**src/rtl/clock_ctl_pkg.sv**
```systemverilog
// Shared definitions for the clock polarity sequencer: state encoding,
// parameter defaults and polarity constants.
package clock_ctl_pkg;

  // FSM state encoding
  typedef logic [1:0] state_t;
  localparam state_t ST_IDLE   = 2'd0;
  localparam state_t ST_WAIT   = 2'd1;
  localparam state_t ST_SETTLE = 2'd2;

  // Defaults
  localparam int SETTLE_DEF = 3;
  localparam int CNT_W_DEF  = 8;

  // Polarity values carried on sel/phase/req_invert
  localparam logic POL_NORMAL = 1'b0;
  localparam logic POL_INVERT = 1'b1;

endpackage

```
**src/rtl/clock_invert_sequencer_if.sv**
```systemverilog
// Polarity request handshake between a requester and the sequencer.
//
// Handshake: a request transfers on a rising clk edge where req_valid and
// req_ready are both 1. The requester holds req_valid and req_invert stable
// until that edge; req_ready does not depend on req_valid.
interface clock_invert_sequencer_if;
  logic req_valid;
  logic req_invert;
  logic req_ready;

  modport master (output req_valid, output req_invert, input req_ready);
  modport slave  (input req_valid, input req_invert, output req_ready);
endinterface

```
**src/rtl/clkinv_settle_timer.sv**
```systemverilog
// Loadable down-counter with a zero flag; times the settle phase after a
// sel transition. Load has priority over decrement; it stops at zero.
module clkinv_settle_timer #(
  parameter int W = 2
) (
  input  logic         clk,
  input  logic         rst_n,
  input  logic         load_i,
  input  logic [W-1:0] load_val_i,
  input  logic         dec_i,
  output logic         zero_o
);

  logic [W-1:0] cnt_q;
  logic [W-1:0] cnt_d;

  // Next count: load, decrement toward zero, or hold
  always_comb begin
    cnt_d = cnt_q;
    if (load_i) begin
      cnt_d = load_val_i;
    end else if (dec_i && (cnt_q != '0)) begin
      cnt_d = cnt_q - W'(1);
    end
  end

  // Count register
  always_ff @(posedge clk or negedge rst_n) begin
    if (!rst_n) begin
      cnt_q <= '0;
    end else begin
      cnt_q <= cnt_d;
    end
  end

  assign zero_o = (cnt_q == '0);

endmodule

```
**src/rtl/clock_invert_sequencer.sv**
```systemverilog
// Owns the select line of the glitch-free clock invert mux. Accepts polarity
// requests, holds them while frozen, paces sel transitions SETTLE cycles apart
// and pulses done once the new polarity has settled at the mux output.
module clock_invert_sequencer
  import clock_ctl_pkg::*;
#(
  parameter int SETTLE = SETTLE_DEF,
  parameter int CNT_W  = CNT_W_DEF
) (
  input  logic                      clk,
  input  logic                      rst_n,
  clock_invert_sequencer_if.slave   req,
  input  logic                      freeze,
  output logic                      sel,
  output logic                      phase,
  output logic                      busy,
  output logic                      done,
  output logic [CNT_W-1:0]          switch_count,
  output state_t                    state_dbg
);

  // Settle counter only ever holds SETTLE-1 down to 0
  localparam int TW = (SETTLE > 2) ? $clog2(SETTLE) : 1;

  state_t           state_q, state_d;
  logic             sel_q, sel_d;
  logic             phase_q, phase_d;
  logic             busy_q;
  logic             done_q, done_d;
  logic             pend_q, pend_d;
  logic [CNT_W-1:0] cnt_q, cnt_d;
  logic             tmr_load;
  logic             tmr_dec;
  logic             tmr_zero;

  clkinv_settle_timer #(.W(TW)) u_timer (
    .clk        (clk),
    .rst_n      (rst_n),
    .load_i     (tmr_load),
    .load_val_i (TW'(SETTLE - 1)),
    .dec_i      (tmr_dec),
    .zero_o     (tmr_zero)
  );

  // FSM next state, sel launch, settle completion and transition counting
  always_comb begin
    state_d  = state_q;
    sel_d    = sel_q;
    phase_d  = phase_q;
    done_d   = 1'b0;
    pend_d   = pend_q;
    cnt_d    = cnt_q;
    tmr_load = 1'b0;
    tmr_dec  = 1'b0;
    case (state_q)
      ST_IDLE: begin
        if (req.req_valid) begin
          if (req.req_invert == phase_q) begin
            // Already at the requested polarity: acknowledge only
            done_d = 1'b1;
          end else if (freeze) begin
            pend_d  = req.req_invert;
            state_d = ST_WAIT;
          end else begin
            sel_d    = req.req_invert;
            tmr_load = 1'b1;
            state_d  = ST_SETTLE;
            if (cnt_q != '1) cnt_d = cnt_q + CNT_W'(1);
          end
        end
      end
      ST_WAIT: begin
        if (!freeze) begin
          sel_d    = pend_q;
          tmr_load = 1'b1;
          state_d  = ST_SETTLE;
          if (cnt_q != '1) cnt_d = cnt_q + CNT_W'(1);
        end
      end
      ST_SETTLE: begin
        if (tmr_zero) begin
          phase_d = sel_q;
          done_d  = 1'b1;
          state_d = ST_IDLE;
        end else begin
          tmr_dec = 1'b1;
        end
      end
      default: begin
        state_d = ST_IDLE;
      end
    endcase
  end

  // State and output registers
  always_ff @(posedge clk or negedge rst_n) begin
    if (!rst_n) begin
      state_q <= ST_IDLE;
      sel_q   <= POL_NORMAL;
      phase_q <= POL_NORMAL;
      busy_q  <= 1'b0;
      done_q  <= 1'b0;
      pend_q  <= POL_NORMAL;
      cnt_q   <= '0;
    end else begin
      state_q <= state_d;
      sel_q   <= sel_d;
      phase_q <= phase_d;
      busy_q  <= (state_d != ST_IDLE);
      done_q  <= done_d;
      pend_q  <= pend_d;
      cnt_q   <= cnt_d;
    end
  end

  assign req.req_ready = (state_q == ST_IDLE);
  assign sel           = sel_q;
  assign phase         = phase_q;
  assign busy          = busy_q;
  assign done          = done_q;
  assign switch_count  = cnt_q;
  assign state_dbg     = state_q;

endmodule
```
**src/flat_wrapper.sv**
```systemverilog
// flat-port wrapper written by rule: the top's interface ports become plain ports
module clock_invert_sequencer_flat import clock_ctl_pkg::*;
#(
  parameter int SETTLE = SETTLE_DEF,
  parameter int CNT_W  = CNT_W_DEF
)
  (clk, rst_n, freeze, sel, phase, busy, done, switch_count, state_dbg, req_req_valid, req_req_invert, req_req_ready);
  clock_invert_sequencer_if req_i ();
  input  logic clk;
  input  logic rst_n;
  input  logic freeze;
  output logic sel;
  output logic phase;
  output logic busy;
  output logic done;
  output logic [CNT_W-1:0] switch_count;
  output state_t state_dbg;
  input wire logic [$bits(req_i.req_valid)-1:0] req_req_valid;
  input wire logic [$bits(req_i.req_invert)-1:0] req_req_invert;
  output wire logic [$bits(req_i.req_ready)-1:0] req_req_ready;
  assign req_i.req_valid = req_req_valid;
  assign req_i.req_invert = req_req_invert;
  assign req_req_ready = req_i.req_ready;
  clock_invert_sequencer #(.SETTLE(SETTLE), .CNT_W(CNT_W)) u_core (.clk(clk), .rst_n(rst_n), .req(req_i), .freeze(freeze), .sel(sel), .phase(phase), .busy(busy), .done(done), .switch_count(switch_count), .state_dbg(state_dbg));
endmodule
```
**config.mk**
```make
export PLATFORM = sky130hd
export DESIGN_NAME = clock_invert_sequencer_flat
export DESIGN_NICKNAME = d
export VERILOG_FILES = /design/src/rtl/clock_ctl_pkg.sv /design/src/rtl/clock_invert_sequencer_if.sv /design/src/rtl/clkinv_settle_timer.sv /design/src/rtl/clock_invert_sequencer.sv /design/src/flat_wrapper.sv
export SDC_FILE = /design/constraint.sdc
export NUM_CORES = 1
export LEC_CHECK = 0
export CORE_MARGIN = 4
export CORE_UTILIZATION = 48
export DETAILED_ROUTE_END_ITERATION = 10
export PLACE_DENSITY = 0.79
export SLEW_MARGIN = 20
export SYNTH_ARGS = -nofsm -noshare
export SYNTH_HDL_FRONTEND = slang
export SYNTH_HIERARCHICAL = 1
export SYNTH_SLANG_ARGS = --single-unit
```
**constraint.sdc**
```tcl
create_clock -name clk -period 1.9 [get_ports clk]
set_input_delay 0.19 -clock clk [delete_from_list [all_inputs] [get_ports clk]]
set_output_delay 0.19 -clock clk [all_outputs]
set_load 0.05 [all_outputs]
```
Yosys cells after proc, flatten, opt, wreduce, memory -nomap -nowiden:

Cells that the tools add are included.
Widths: inputs -> output; s select.

* reduce and logical (&&, ||, !) cells: 11
* mux-type cells: 28
* equality and inequality tests: 8
* bitwise operators: 1
* add/subtract/negate cells: 2

Operator list (number)
* $mux 8: 4
* $pmux 8 s2: 1
* $mux 2: 7
* $mux 1: 12
* $add 8x1->8 const B: 1
* $ne 2x2->1 const B: 4
* $ne 8x8->1 const B: 1
* $reduce_bool 2->1: 4
* $pmux 1 s2: 3
* $pmux 2 s3: 1
* $reduce_and 5->1: 1
* $logic_not 2->1: 2
* $reduce_and 4->1: 1
* $reduce_and 3->1: 1
* $eq 2x1->1 const B: 1
* $eq 2x2->1 const B: 1
* $reduce_and 2->1: 1
* $sub 2x1->2 const B: 1
* $eq 1x1->1: 1
* $logic_and 1x1->1: 1
* $not 1->1: 1

* input port bits: 5
* output and inout port bits: 15
* bits in registers: 17

Longest topological paths before layout:

Gate-level depths: netlist (run 1).

* word-level depth: 6
* mapped depth: 6

By module:

Netlist (run 1), hierarchy kept.

Modules (own cells, without submodules)
* clock_invert_sequencer: instances 1, cells an instance 72, area an instance 777.0 sq um, seq. area each 375.4 sq um
* clkinv_settle_timer: instances 1, cells an instance 13, area an instance 132.6 sq um, seq. area each 50.0 sq um

Least setup slack after synthesis (run 1):

OpenSTA, ideal clock, no wires.

* path type: reg-to-reg
* start point: reg u_core.state_q[1] (netlist: u_core/state_dbg[1])
* end point: reg u_core.u_timer.cnt_q[1]
* data arrival time: 1.828 ns
* buffers on the path: 0
* required time: 1.784 ns
* cell stages (with the launch flop): 6
* library setup time: 0.116 ns
* path slack: -0.044 ns
* cell sequence: dfrtp_1 nor2b_2 a31oi_4 inv_1 or4b_1 o311ai_0

* elaborated cells on any way between the ends: 8
* those cells by class: eq/ne: 2; mux: 3; reduce/logical: 3

RTL lines
* start, declared: line clock_invert_sequencer.sv:25 `state_t state_q, state_d;`
* start signal, assigned: line clock_invert_sequencer.sv:106 `state_q <= state_d;`
* $eq 2x1->1 / $logic_not 2->1 (equally long branches): line clock_invert_sequencer.sv:55 `case (state_q)`
* $pmux 1 s2 (*): line clock_invert_sequencer.sv:55
* via u_core.tmr_load: line clock_invert_sequencer.sv:32 `logic tmr_load;`
* $mux 2 / $reduce_bool 2->1 (equally long branches)
* end signal, assigned: line clkinv_settle_timer.sv:32 `cnt_q <= cnt_d;`
* end, declared: line clkinv_settle_timer.sv:14 `logic [W-1:0] cnt_q;`

Mark *: on every way through the listed nets, which the timed path passes. The rest lies on a longest branch.
A chain may end at the register's enable or synchronous reset.

Worst setup path after layout (run 1):

* start point: reg u_core.u_timer.cnt_q[0]
* end point: reg u_core.u_timer.cnt_q[1]

* cells in the longest elaborated chain, start to end: 5
* elaborated cells on any way between the ends: 9
* those cells by class: add/sub: 1; mux: 4; reduce/logical: 4

RTL lines
* $logic_not 2->1: line clkinv_settle_timer.sv:36 `assign zero_o = (cnt_q == '0);`
* via u_core.tmr_zero: line clock_invert_sequencer.sv:34 `logic tmr_zero;`
* $mux 1: line clock_invert_sequencer.sv:81 `if (tmr_zero) begin`
* $mux 1: line clock_invert_sequencer.sv:55
* via u_core.tmr_dec: line clock_invert_sequencer.sv:33 `logic tmr_dec;`
* $logic_and 1x1->1: line clkinv_settle_timer.sv:22 `end else if (dec_i && (cnt_q != '0)) begin`
* $reduce_bool 2->1 (no source line)

The timed path passes the listed nets, and every way through them passes these cells. The select of a mux whose other input is x is not followed.

==> results of run 1 <==
## power by group through the flow
stage / registers, µW / logic (µW) / clock network, µW
after floorplan: 1010 / 396 / 0
after global placement: 635 / 1160 / 0
after detailed placement: 640 / 1190 / 0
after CTS: 633 / 1200 / 191
after global routing: 656 / 1290 / 214
final: 633 / 1200 / 186
## stage by stage
| stage | TNS [ns] | total power, µW | worst slack [ns] |
|---|---|---|---|
| after floorplan | 0 | 1400 | 0.0177 |
| after global placement | 0 | 1800 | 0.0200 |
| after detailed placement | -0.0526 | 1830 | -0.0400 |
| after CTS | 0 | 2020 | 0.00851 |
| after global routing | 0 | 2160 | 0.0493 |
| final | 0 | 2020 | 0.130 |
## logic make-up (layout without fill, tap and decap cells)
group	after synthesis	in the layout	share of synthesized area, %
compound gates	10	10	9.35
fa+ha+maj	2	2	2.75
simple gates	36	36	24.2
mux	7	7	8.53
other cells	2	2	0.826
xor+xnor	4	4	4.68
buf+inv	7	38	2.89
flops	17	17	46.8
## worst max-delay path by stage
stage | depth (start not counted) | endpoint | slack [ns] | start
finish | 6 | u_core/u_timer/cnt_q[1] | 0.13 | u_core/u_timer/cnt_q[0]
global route | 6 | u_core/u_timer/cnt_q[1] | 0.05 | u_core/u_timer/cnt_q[0]
CTS | 6 | u_core/u_timer/cnt_q[1] | 0.009 | u_core/u_timer/cnt_q[0]
detailed placement | 6 | u_core/u_timer/cnt_q[1] | -0.04 | req_req_invert
global placement | 6 | u_core/switch_count[1] | 0.02 | req_req_invert
floorplan | 5 | u_core/u_timer/cnt_q[1] | 0.02 | u_core/state_dbg[0]
## state kept, by name, summed over array words and instances (netlist names)
name	count
u_core/pend_q	1
u_core/busy	1
u_core/done	1
u_core/phase	1
u_core/state_dbg	2
u_core/sel	1
u_core/u_timer/cnt_q	2
u_core/switch_count	8
## critical path, stage by stage, from the launching register on
cell and delay, ns:
dfrtp_1 0.37, inv_1 0.05, ha_1 0.22, or3b_4 0.39, inv_2 0.07, or4b_1 0.43
o311ai_0 0.12
## Yosys cell counts (2+ instances only)
library cell   n
conb_1         2
dfrtp_1       17
ha_1           2
inv_1          7
mux2_1         5
nand2_1        8
nand3_1        2
nand4_1        3
nor2_1         6
nor2b_1        2
o21ai_0        4
or4b_1         2
xor2_1         2
## routing by layer
metal,share of wire (%),routed length (µm),GRT usage (%)
met1,43,789,20.1
met2,54,997,29.7
met3,1.8,33,1.72
met4,0.92,17,5.24
met5,0,0,0
## cell type report
type / count / area [µm²]
fill: 147 / 544
multi-input combinational: 61 / 460
tap: 25 / 31.3
sequential: 17 / 428
clock buffer: 4 / 26.3
timing repair buffer: 27 / 248
inverter: 7 / 26.3
## timing repair
item / CTS / global route
hold buffers: 0 / 0
resized for setup: 0 / 2
setup endpoints to repair: 0 / 2
==> results.py, run 1 <==
metrics = {
    "status": {
        "outcome": "finished clean",
    },
    "timing": {
        "worst_slew_pin_slew_ns": 0.499,
        "fin_skew_ns": 0.00207,
        "period_share_pct": 93.2,
        "max_freq_mhz": 565,
        "hold-worst-slack_ns": 0.219,
        "slew_headroom_pct": 66.6,
        "period_needed_ns": 1.77,
        "slew_viol_final": 0,
        "hold_viol_final": 0,
        "finalSetupViolCount": 0,
        "rsz0062_at_grt": "no",
    },
    "power_and_ir_drop": {
        "clockPowerShare_pct": 9.2,
        "ir_worst_vdd_mv": 1.01,
        "p_leak_uw": 0.000541,
        "p_switching_uw": 982,
        "p_seq_share_pct": 31.4,
        "p_per_area_mw_per_mm2": 1650,
        "switching_share_pct": 48.7,
        "intPower_uw": 1030,
        "p_comb_share_pct": 59.4,
    },
    "clock_tree": {
        "root_buffer": "clkbuf_4",
        "post_cts_buffers": 0,
        "clock_path_buffers": 2,
        "cts.sinks": 17,
        "path_clk_slew_ns": 0.09,
        "cts_buffers": 3,
        "cts_tree": "done",
        "clock_latency_ns": 0.28,
        "htreeDepth": 1,
    },
    "final_layout": {
        "syn2layout_area_growth_pct": 34.1,
        "nets": 124,
        "final_common_cell": "clkdlybuf4s50_1",
        "fin_cells": 141,
        "layout_common_cells": "18 x clkdlybuf4s50_1, 15 x dfrtp_1, 9 x buf_4, 8 x nand2_1",
        "design_area_mm2": 0.00122,
        "diodes": 0,
        "layout-drive-gt1-share_pct": 22.4,
        "final_util_pct": 69.1,
    },
    "logic_synthesis": {
        "synth-edff-count": 0,
        "seq_area_frac_synth_pct": 46.8,
        "synth_warnings": 6,
        "ys_seq_elements": 17,
        "syn-num-nets": 92,
        "synth_top_cell_by_area": "dfrtp_1",
        "netlist_instances": 85,
        "synthArstFlopShare_pct": 100,
        "syn_area_um2": 910,
        "yosysTopAreaCellShare_pct": 46.8,
        "postSynthAreaPerCell_um2": 10.7,
        "synthFlopType": "dfrtp_1",
        "synth_area_leaders": "dfrtp_1 47%, mux2_1 6.2%, nand2_1 3.3%, inv_1 2.9%, ha_1 2.8%",
        "yosys.cell_types.count": 36,
    },
    "critical_path": {
        "cp-start-kind": "flip-flop",
        "rr_worst_depth": 6,
        "cp_data_arrival_time_ns": 1.92,
        "crit_required_ns": 2.05,
        "crit-reg2reg-launch": "u_core/u_timer/cnt_q[0]",
        "endpoint_kind": "flip-flop",
        "path_class": "flip-flop to flip-flop",
        "reg2reg_slack_ns": 0.13,
        "timing.rr.end": "u_core/u_timer/cnt_q[1]",
        "critPathMaxFanout": 3,
    },
    "route": {
        "first_iter_violations": 6,
        "wirelength_mm": 1.84,
        "antenna_left": 0,
        "wire_per_inst_um": 13.0,
        "vias_per_cell": 5.16,
        "vias": 727,
        "dr.pass1.iters": 4,
        "drc": 0,
    },
    "grt": {
        "grt_pass1_wl_mm": 3.32,
        "grt.overflow.total": 0,
        "gr-usage-all-layers_pct": 16.4,
        "antenna_found_initial": 0,
        "grt_max_degree": 18,
        "grt_pass1_vias": 773,
    },
    "floorplan": {
        "start_util_pct": 51.6,
        "row_count": 15,
        "io_pins": 20,
        "core_mm2": 0.00176,
        "fp.dieW_um": 51.5,
        "die_area_mm2": 0.00266,
        "chipHeight_um": 51.5,
    },
    "hold_path": {
        "hp-class": "input pin to asynchronous set/reset pin",
    },
    "placement": {
        "portBuffers": 19,
        "dp_hpwl_mm": 1.45,
        "gp_congestion": 0.807,
        "placed_area_mm2": 0.00119,
        "placed_cells": 137,
    },
    "flow_run": {
        "cap_violations": 0,
    },
}
(Power assumes the default switching activity.)
==> run 2, diff against run 1 <==
Settings changed: PLACE_DENSITY 0.79 to 0.8, SYNTH_HIERARCHICAL 1 to unset.
==> results.py, run 2 <==
metrics = {
    "status": {
        "outcome": "finished clean",
    },
    "final_layout": {
        "largest_reg_flops": 8,
        "nets": 118,
        "fin_cells": 135,
        "design_area_mm2": 0.00116,
        "diodes": 0,
        "syn2layout_area_growth_pct": 31.1,
        "layout-drive-gt1-share_pct": 18.2,
        "fillers": 152,
        "layout_common_cells": "17 x clkdlybuf4s50_1, 16 x dfrtp_1, 9 x nor2_1, 7 x inv_1, 7 x nand2_1",
        "final_common_cell": "clkdlybuf4s50_1",
    },
    "floorplan": {
        "io_pins": 20,
        "start_util_pct": 50.8,
        "die_area_mm2": 0.00260,
        "row_count": 15,
        "chipHeight_um": 51.0,
        "core_mm2": 0.00175,
        "fp.dieW_um": 51.0,
    },
    "timing": {
        "rsz0062_at_grt": "no",
        "finalSetupViolCount": 0,
        "period_share_pct": 94.9,
        "worst_slew_pin_slew_ns": 0.505,
        "max_freq_mhz": 555,
        "fin_skew_ns": 0.00361,
        "hold_viol_final": 0,
        "tns_ns": 0,
        "period_needed_ns": 1.80,
        "slew_viol_final": 0,
        "slew_headroom_pct": 66.2,
        "fin_ws_ns": 0.0967,
    },
    "placement": {
        "placed_cells": 131,
        "portBuffers": 19,
        "placed_area_mm2": 0.00113,
        "dp_hpwl_mm": 1.36,
        "place_ws_ns": 0.0617,
        "gp_congestion": 0.826,
    },
    "critical_path": {
        "path_class": "flip-flop to primary output",
        "cp_data_arrival_time_ns": 1.61,
        "crit_chain": "clkdlybuf4s50_1",
        "cp-start-kind": "flip-flop",
        "startpoint": "u_core.switch_count[3]",
        "endpoint_kind": "primary output",
        "reg2reg_slack_ns": 0.25,
        "crit_required_ns": 1.71,
        "critical-path-top-delay-family": "buffers and inverters",
        "critPathMaxStageDelay_ns": 0.85,
        "critPathMaxFanout": 6,
        "worst-path-buf-inv": 1,
        "crit-reg2reg-launch": "u_core.switch_count[1]",
        "crit_slowest_cell": "clkdlybuf4s50_1",
        "rr_worst_depth": 5,
        "timing.rr.end": "u_core.switch_count[1]",
    },
    "route": {
        "vias": 724,
        "vias_per_cell": 5.36,
        "drc": 0,
        "wirelength_mm": 1.83,
        "wire_per_inst_um": 13.5,
        "first_iter_violations": 9,
        "antenna_left": 0,
        "dr.pass1.iters": 4,
    },
    "clock_tree": {
        "cts_resized": 0,
        "clock_path_buffers": 2,
        "path_clk_slew_ns": 0.10,
        "cts_tree": "done",
        "cts_buffers": 3,
        "cts.sinks": 17,
        "post_cts_buffers": 0,
        "root_buffer": "clkbuf_4",
        "cts_hold_buffers": 0,
        "htreeDepth": 1,
        "clock_latency_ns": 0.30,
    },
    "power_and_ir_drop": {
        "ir_worst_vdd_mv": 1.17,
        "p_leak_uw": 0.000520,
        "power_uw": 2100,
        "p_per_area_mw_per_mm2": 1810,
    },
    "grt": {
        "grt_pass1_vias": 711,
        "grt_pass1_wl_mm": 3.22,
        "gr-usage-all-layers_pct": 16.5,
        "grt_max_degree": 18,
        "antenna_found_initial": 0,
        "grt.overflow.total": 0,
    },
    "logic_synthesis": {
        "synth-edff-count": 0,
        "ys_seq_elements": 17,
        "seq_area_frac_synth_pct": 48.0,
        "postSynthAreaPerCell_um2": 10.7,
        "yosys.cell_types.count": 32,
        "syn_area_um2": 886,
        "synthTopCellsByCount": "17 x dfrtp_1, 9 x nor2_1, 7 x inv_1, 7 x nand2_1, 5 x nand3_1",
        "synthFlopType": "dfrtp_1",
        "syn-num-nets": 90,
        "yosysTopAreaCellShare_pct": 48.0,
        "synth_warnings": 0,
        "synth_area_leaders": "dfrtp_1 48%, nor2_1 3.8%, mux2_4 3.4%, a2111oi_4 3.1%, inv_1 3.0%",
        "synth_top_cell_by_area": "dfrtp_1",
        "netlist_instances": 83,
        "synthArstFlopShare_pct": 100,
        "yosysMostFrequentCell": "dfrtp_1",
    },
    "flow_run": {
        "cap_violations": 0,
    },
    "hold_path": {
        "hp-class": "input pin to asynchronous set/reset pin",
    },
}
-- run 2: layer usage --
| metal | global-route usage, % | vias to the layer above | part of all wire, % |
|---|---|---|---|
| li1 | - | 347 | - |
| met1 | 21.5 | 355 | 48 |
| met2 | 25.5 | 18 | 44 |
| met3 | 3.79 | 4 | 5.9 |
| met4 | 8.07 | 0 | 1.8 |
| met5 | 0 | - | 0 |
-- run 2: cell type report --
type	count	area, µm²	area share [%]
Clock buffer	4	26.3	2.26
Inverter	7	26.3	2.26
Multi-Input combinational cell	58	423	36.4
Sequential cell	17	427	36.7
Tap cell	25	31.3	2.69
Timing Repair Buffer	24	228	19.6
-- run 2: stage by stage --
stage	hold WS, ns	util [%]
floorplan	-0.106	-
global placement	0.472	64.9
detailed placement	0.489	64.9
CTS	0.219	66.4
global route	0.218	66.5
finish	0.212	66.5
-- run 2: worst max path at each step --
stage | cells after the start | slack, ns | to
2_1_floorplan | 5 | 0.006 | u_core.switch_count[1]
3_3_place_gp | 5 | 0.1 | u_core.switch_count[7]
3_5_place_dp | 5 | 0.06 | u_core.switch_count[7]
4_1_cts | 1 | 0.08 | state_dbg[1]
5_1_grt | 1 | 0.05 | switch_count[3]
6_report | 1 | 0.1 | switch_count[3]
-- run 2: cell families (layout without fill, tap and decap cells) --
group / Yosys count / after routing / synth area share, %
XOR/XNOR: 4 / 4 / 4.80
buffers and inverters: 8 / 35 / 4.24
multiplexers: 5 / 5 / 7.06
AND/OR/NAND/NOR: 29 / 29 / 16.5
AO/OA/AOI/OAI: 18 / 18 / 16.5
adder cells (fa/ha/maj): 2 / 2 / 2.82
flip-flops: 17 / 17 / 48.0
-- run 2: power by group --
part / switching [µW] / internal, µW
Combinational: 772 / 463
Sequential: 154 / 509
Clock: 117 / 81.9
